### src/rtl/ps2_kbd_tx.sv
// PS/2 keyboard transmitter: queues scan-code bytes and serialises them as
// 11-bit PS/2 frames toward the keyboard decoder, yielding to host inhibit.
//
// state   | meaning
// IDLE    | lines high, waiting for a queued byte and no inhibit
// TX_HIGH | ps2_clk high, frame bit[idx] presented on ps2_data
// TX_LOW  | ps2_clk low, decoder samples ps2_data
// GAP     | lines high, enforced idle time after a frame or an abort
module ps2_kbd_tx #(
  parameter int HALF       = 443,
  parameter int GAP        = 886,
  parameter int DEPTH_LOG2 = 3
) (
  input  logic       clk,
  input  logic       reset_n,
  input  logic [7:0] din,
  input  logic       wr,
  input  logic       inhibit,
  output logic       ps2_clk,
  output logic       ps2_data,
  output logic       full,
  output logic       empty,
  output logic       busy,
  output logic       overflow
);

  localparam int DEPTH = 1 << DEPTH_LOG2;
  localparam int TMAX  = (GAP > HALF) ? GAP : HALF;
  localparam int TW    = (TMAX > 1) ? $clog2(TMAX) : 1;
  localparam logic [TW-1:0]       HALF_LD  = TW'(HALF - 1);
  localparam logic [TW-1:0]       GAP_LD   = TW'(GAP - 1);
  localparam logic [DEPTH_LOG2:0] CNT_FULL = (DEPTH_LOG2 + 1)'(DEPTH);

  typedef enum logic [1:0] {
    ST_IDLE    = 2'd0,
    ST_TX_HIGH = 2'd1,
    ST_TX_LOW  = 2'd2,
    ST_GAP     = 2'd3
  } state_t;

  state_t                state, state_nx;
  logic [TW-1:0]         timer, timer_nx;
  logic [3:0]            idx, idx_nx;
  logic                  pop;
  logic                  push;

  logic [7:0]            mem [DEPTH];
  logic [DEPTH_LOG2-1:0] wptr, rptr;
  logic [DEPTH_LOG2:0]   count;
  logic [7:0]            head;
  logic [10:0]           frame;

  assign full  = (count == CNT_FULL);
  assign empty = (count == '0);
  // A write into a full FIFO is still taken when the head leaves the same cycle.
  assign push  = wr && (!full || pop);
  assign head  = mem[rptr];
  assign frame = {1'b1, ~^head, head, 1'b0};

  always_ff @(posedge clk) begin
    if (push) mem[wptr] <= din;
  end

  always_ff @(posedge clk or negedge reset_n) begin
    if (!reset_n) begin
      wptr     <= '0;
      rptr     <= '0;
      count    <= '0;
      overflow <= 1'b0;
    end else begin
      overflow <= wr && full && !pop;
      if (push) wptr <= wptr + 1'b1;
      if (pop)  rptr <= rptr + 1'b1;
      if (push && !pop)      count <= count + 1'b1;
      else if (pop && !push) count <= count - 1'b1;
    end
  end

  always_ff @(posedge clk or negedge reset_n) begin
    if (!reset_n) begin
      state <= ST_IDLE;
      timer <= '0;
      idx   <= '0;
    end else begin
      state <= state_nx;
      timer <= timer_nx;
      idx   <= idx_nx;
    end
  end

  always_comb begin
    state_nx = state;
    timer_nx = timer;
    idx_nx   = idx;
    pop      = 1'b0;
    case (state)
      ST_IDLE: begin
        if (!empty && !inhibit) begin
          state_nx = ST_TX_HIGH;
          idx_nx   = '0;
          timer_nx = HALF_LD;
        end
      end
      ST_TX_HIGH: begin
        if (inhibit) begin
          state_nx = ST_GAP;
          timer_nx = GAP_LD;
        end else if (timer == '0) begin
          state_nx = ST_TX_LOW;
          timer_nx = HALF_LD;
        end else begin
          timer_nx = timer - 1'b1;
        end
      end
      ST_TX_LOW: begin
        if (inhibit) begin
          state_nx = ST_GAP;
          timer_nx = GAP_LD;
        end else if (timer == '0) begin
          if (idx == 4'd10) begin
            pop      = 1'b1;
            state_nx = ST_GAP;
            timer_nx = GAP_LD;
          end else begin
            state_nx = ST_TX_HIGH;
            idx_nx   = idx + 1'b1;
            timer_nx = HALF_LD;
          end
        end else begin
          timer_nx = timer - 1'b1;
        end
      end
      ST_GAP: begin
        // The idle period restarts for as long as the host keeps inhibiting.
        if (inhibit)            timer_nx = GAP_LD;
        else if (timer == '0)   state_nx = ST_IDLE;
        else                    timer_nx = timer - 1'b1;
      end
      default: state_nx = ST_IDLE;
    endcase
  end

  assign ps2_clk  = (state != ST_TX_LOW);
  assign ps2_data = (state == ST_TX_HIGH || state == ST_TX_LOW) ? frame[idx] : 1'b1;
  assign busy     = (state != ST_IDLE);

endmodule

### config.mk
export PLATFORM = sky130hd
export DESIGN_NAME = ps2_kbd_tx
export DESIGN_NICKNAME = d
export VERILOG_FILES = /design/src/rtl/ps2_kbd_tx.sv
export SDC_FILE = /design/constraint.sdc
export NUM_CORES = 1
export LEC_CHECK = 0
export ABC_CLOCK_PERIOD_IN_PS = 4700
export CORE_MARGIN = 2
export CORE_UTILIZATION = 60
export DETAILED_ROUTE_END_ITERATION = 8
export PLACE_DENSITY = 0.91
export SETUP_SLACK_MARGIN = 0.2
export SLEW_MARGIN = 25
export SYNTH_ARGS = -nofsm -noshare
export SYNTH_HDL_FRONTEND = slang
export SYNTH_SLANG_ARGS = --single-unit
### constraint.sdc
create_clock -name clk -period 4.7 [get_ports clk]
set_clock_uncertainty 0.2 [all_clocks]
set_input_delay 0.94 -clock clk [delete_from_list [all_inputs] [get_ports clk]]
set_output_delay 0.94 -clock clk [all_outputs]
set_load 0.01 [all_outputs]
# Word-level counts from Yosys, hierarchy flattened
# Memories as Yosys holds them, arrays and structs flattened.
# Index checks and enable logic that the tools add are counted.
# totals
input_bits	12
memories	1
wordCells	87
mem_bits_rw	64
output_inout_bits	6
regBits	27
# memory_table
memory	depth	width	rd	rd_ports_with_merged_regs	write_ports	line	text
mem	8	8	1	0	1	47	logic [7:0] mem [DEPTH];
# op_classes
reduce_logical	23
eq_ne	15
n_lt_le_gt_ge	1
mux	34
add_sub_neg	6
# ops
cell	n
$mux W10	8
$pmux W10 S4	1
$mux W4	6
$mux W2	8
$ne A2 B2 Y1 const B	7
$logic_not A10 Y1	1
$reduce_and A5 Y1	2
$sub A10 B1 Y10 const B	1
$ne A3 B3 Y1 const B	3
$add A4 B1 Y4 const B	2
$eq A4 B4 Y1 const B	2
$mux W1	8
$pmux W2 S4	1
$pmux W4 S2	1
$reduce_xnor A8 Y1	1
$add A3 B1 Y3 const B	2
$logic_and A1 B1 Y1	6
$reduce_bool A2 Y1	3
$logic_not A1 Y1	5
$lt A4 B5 Y1 const B	1
$bmux W1 S4	1
$eq A2 B2 Y1 const B	2
$logic_not A4 Y1	1
$sub A4 B1 Y4 const B	1
other kinds (4)	5

# Depth between registers and ports, before layout
# Gate-level depths: netlist (run 1).
# depth
ltp_word	11
mapped_depth	15
ltp_nobuf	14

# Worst setup path after synthesis (run 1)
# OpenSTA, ideal clock, no wires.
# synth_timing
path_type	register -> register
from	reg timer[0]
to	reg count[3]
path_slack_ns	1.408
synth_period_minus_slack_ns	3.292
t_required_ns	4.375
n_path_buf	0
setup_time_ns	0.125
arrival_ns	2.966
stages_incl_launch_ff	15
cell_sequence	dfrtp_1 > inv_1 > ha_1 > or4b_1 > nor4_4 > nand3_2 > a21boi_4 > ha_1 > inv_1 > ha_1 > a21o_1 > a21oi_1 > xnor2_1 > nor2_1 > xor2_1
# synth_between
elab_chain_cells	9
elab_cells_between_ends	12
classes_between	mux: 4; reduce/logical: 8
# synth_lines
element	line	text
start: declaration	42	logic [TW-1:0] timer, timer_nx;
start signal: assignment	86	timer <= timer_nx;
$logic_not A10 Y1 (*)	119	end else if (timer == '0) begin
$mux W1 (*)	119	
$mux W1 (*)	116	if (inhibit) begin
$mux W1 (*)	96	case (state)
$logic_or A1 B1 Y1 (*)	56	assign push = wr && (!full || pop);
$logic_and A1 B1 Y1 (*)	56	
named net push	45	logic push;
$logic_not A1 Y1	75	else if (pop && !push) count <= count - 1'b1;
$logic_and A1 B1 Y1	75	
$reduce_bool A2 Y1 (no line)	-	
end signal: assignment	74	if (push && !pop) count <= count + 1'b1;
end signal: assignment	75	
end: declaration	49	logic [DEPTH_LOG2:0] count;
# Mark *: on every way through the listed nets, which the timed path passes. The rest lies on a longest branch.
# A chain may end at the register's enable or synchronous reset.

# Worst setup path in the final report (run 1)
# layout_timing
from	reg rptr[1]
to	out ps2_data
# layout_between
elab_chain_cells	5
# layout_lines
element	line	text
start: declaration	48	logic [DEPTH_LOG2-1:0] wptr, rptr;
start signal: assignment	73	if (pop) rptr <= rptr + 1'b1;
$mem_v2 Z8 W8 (*)	-	
$reduce_xnor A8 Y1	58	assign frame = {1'b1, ~^head, head, 1'b0};
$bmux W1 S4 (*)	144	assign ps2_data = (state == ST_TX_HIGH || state == ST_TX_LOW) ? frame[idx] : 1'b1;
$mux W1 (not written as such) (*)	144	
$mux W1 (*)	144	
end: declaration	20	output logic ps2_data,
# Every way passes the cells marked *; elsewhere a longest branch is shown, timed or not. The select of a mux whose other input is x is not followed.

==> results of run 1 <==
==> metal layers <==
layer | GRT usage [%] | share of wire (%) | vias up
met4 | 10.4 | 2.3 | 0
met3 | 6.65 | 5.4 | 18
met2 | 36.8 | 50 | 89
met5 | 0 | 0 | -
met1 | 28.1 | 42 | 1334
li1 | - | - | 1276
==> cell type report <==
type | count | area [µm²] | share of cell area (%)
clock buffers | 9 | 124 | 2.54
clock inverters | 7 | 83.8 | 1.72
inverters | 12 | 45.0 | 0.924
multi-input cells | 207 | 1650 | 33.9
flip-flops and latches | 91 | 2600 | 53.3
well taps | 99 | 124 | 2.54
repair buffers | 28 | 248 | 5.08
==> worst min-delay path by stage <==
stage	endpoint	depth (start not counted)
floorplan	count[3]$_DFFE_PN0P_	1
CTS	count[3]$_DFFE_PN0P_	1
finish	count[3]$_DFFE_PN0P_	1
detailed placement	count[3]$_DFFE_PN0P_	1
global placement	count[3]$_DFFE_PN0P_	1
global route	count[3]$_DFFE_PN0P_	1
==> placed cells by master, fill, tap and decap left out, types with 7 or more instances in the layout <==
master,n
a211oi_1,7
a21oi_1,11
buf_4,11
clkbuf_8,9
clkdlybuf4s50_1,16
dfrtp_1,26
edfxtp_1,64
ha_1,14
inv_1,12
mux2i_1,24
nand2_1,13
nor2_1,23
o21ai_0,9
o22ai_1,8
xnor2_1,10
xor2_1,7
==> sequential cells by signal, summed over array words and instances, names as in the netlist <==
signal    flops
count         4
mem          64
idx           4
rptr          3
timer        10
wptr          3
overflow      1
state         2
==> cells by family after synthesis <==
| group | count (synthesis) | synth area share (%) |
|---|---|---|
| simple gates | 76 | 9.47 |
| flops | 91 | 59.7 |
| buf+inv | 23 | 2.30 |
| mux | 33 | 9.41 |
| xor+xnor | 19 | 4.46 |
| fa+ha+maj | 15 | 4.49 |
| compound gates | 64 | 10.1 |
==> metrics by stage <==
step / power, µW / cell area, µm² / std cells
after CTS: 2650 / 4880 / 453
after detailed placement: 2100 / 4670 / 437
after floorplan: 1820 / 4350 / 321
after global placement: 2050 / 4670 / 437
final: 2640 / 4870 / 453
after global routing: 2790 / 4870 / 453
==> where the power goes <==
| part | internal (µW) | switching, µW |
|---|---|---|
| clock | 255 | 290 |
| combinational | 413 | 484 |
| sequential | 1040 | 150 |
==> timing repair <==
item	CTS	global route
setup endpoints to repair	1	0
gates resized for setup	1	0
hold buffers	0	0
==> metrics, run 1 <==
number of hold violations in the final report=0; crit path time final=4.38 ns; FILL cells=490; unrepaired setup endpoints after global routing=false; most numerous cell in the Yosys netlist=edfxtp_1; worst rel slew slack=42.2%; area grow syn2layout=12.1%; hold_ws=0.294 ns; max cap viols=0; Top delay family on crit path=multiplexers; mapped cell area=0.00435 mm²; Chip Width=89.1 µm; sequential area share after synthesis=59.7%; Netlist cell types=between 50 and 60; DIE HEIGHT=between 80 and 90 µm; setup violators final=0; Max stage delay cell, worst path=dfrtp_2; total track usage=22.6%; Slew @ Worst Pin=0.855 ns; IO Port Bufs=17; Post-Syn Nets=~350; largest net degree at the start of global routing=23; area of the core=0.00714 mm²; dpl ws=0.512 ns; setup_tns=0 ns; First-pass DRT Iterations=4; required time worst endpoint=between 3 and 4 ns; status=complete, no violations; Post-DP HPWL=5600 µm; Crit path depth=7; setup ws final=0.319 ns; clock transition at the registers of the reported paths=0.09 ns; EDFF count, synth=64; Post-Syn Area per Cell=13.5 µm²; vias in the first global route=2613; CTS Buf Count=9; FF-to-FF End=count[3]$_DFFE_PN0P_; Syn Inst Count=321; First DRT Iteration DRCs=297; layout cells sized above 1=12.4%; Vias/cell=6.00; Max Clock Freq=roughly 230 MHz; first-pass GRT wire length=13000 µm; Synth area leader=edfxtp_1; reg2reg setup slack=1.17 ns; flops & latches, synth=between 90 and 100; crit path from=rptr[1]$_DFFE_PN0N_; prevailing post-synth register cell=edfxtp_1; critical path peak fanout=9; WS Path Type=flip-flop to primary output; arrival time worst endpoint=3.24 ns; post-synth top area share=44.2%; clock latency on the worst-skew pair=about 0.37 ns; warnings from Yosys=0; routed wire length=8260 µm; leakage dissipation=around 0.0018 µW; worst hold path class=flip-flop to flip-flop; GP Congestion=0.948; Slew Limit Fails=0; Post-synth ARST share=29.7%; nets@finish=376; die area=a little under 0.008 mm²; Root Driver=clkbuf_8; Core Util, Final=68.3%; Ant. Diodes=0; routed len/inst=18.2 µm; r2r worst-path depth=14; P per Cell Area=541 mW/mm²; initial antenna violation count=0; CP most frequent cell=xnor3_1; Worst VDD drop=between 0.0002 and 0.0003 V; Post-CTS Setup Repair Bufs=0; RR Startpoint=timer[0]$_DFFE_PN0P_; Synth top cells by count=edfxtp_1, dfrtp_1, mux2i_1; antenna-violating nets left=0; CP Cell Sequence=mux4_2, mux2i_1, xnor2_1, xnor3_1, xnor3_1, a41o_1, clkdlybuf4s50_1; CP max stage delay=0.54 ns; CTS max path bufs=2; vias post-DR=2717; CTS tree=yes; Synth area leaders=edfxtp_1, dfrtp_1, mux2i_1; Initial Utilization=60.9%; GRT overflow=0; Startpoint Class=flip-flop; CP Capture Point=ps2_data; row count=31; Residual DRC=0; worst path bufs/invs=1; Final Cycle Share=approximately 93%; Clock Sinks=between 90 and 100; htree depth=3; Worst Setup End Kind=primary output; I/O Pins=18; Min-Delay Startpoint=count[3]$_DFFE_PN0P_
(Power assumes the default switching activity.)
==> run 2, diff against run 1 <==
- CTS_BUF_LIST: default -> sky130_fd_sc_hd__clkbuf_8
- SLEW_MARGIN: 25 -> 20
==> results of run 2 <==
Same layout as run 1: the final DEF is identical, and so are final timing and power.
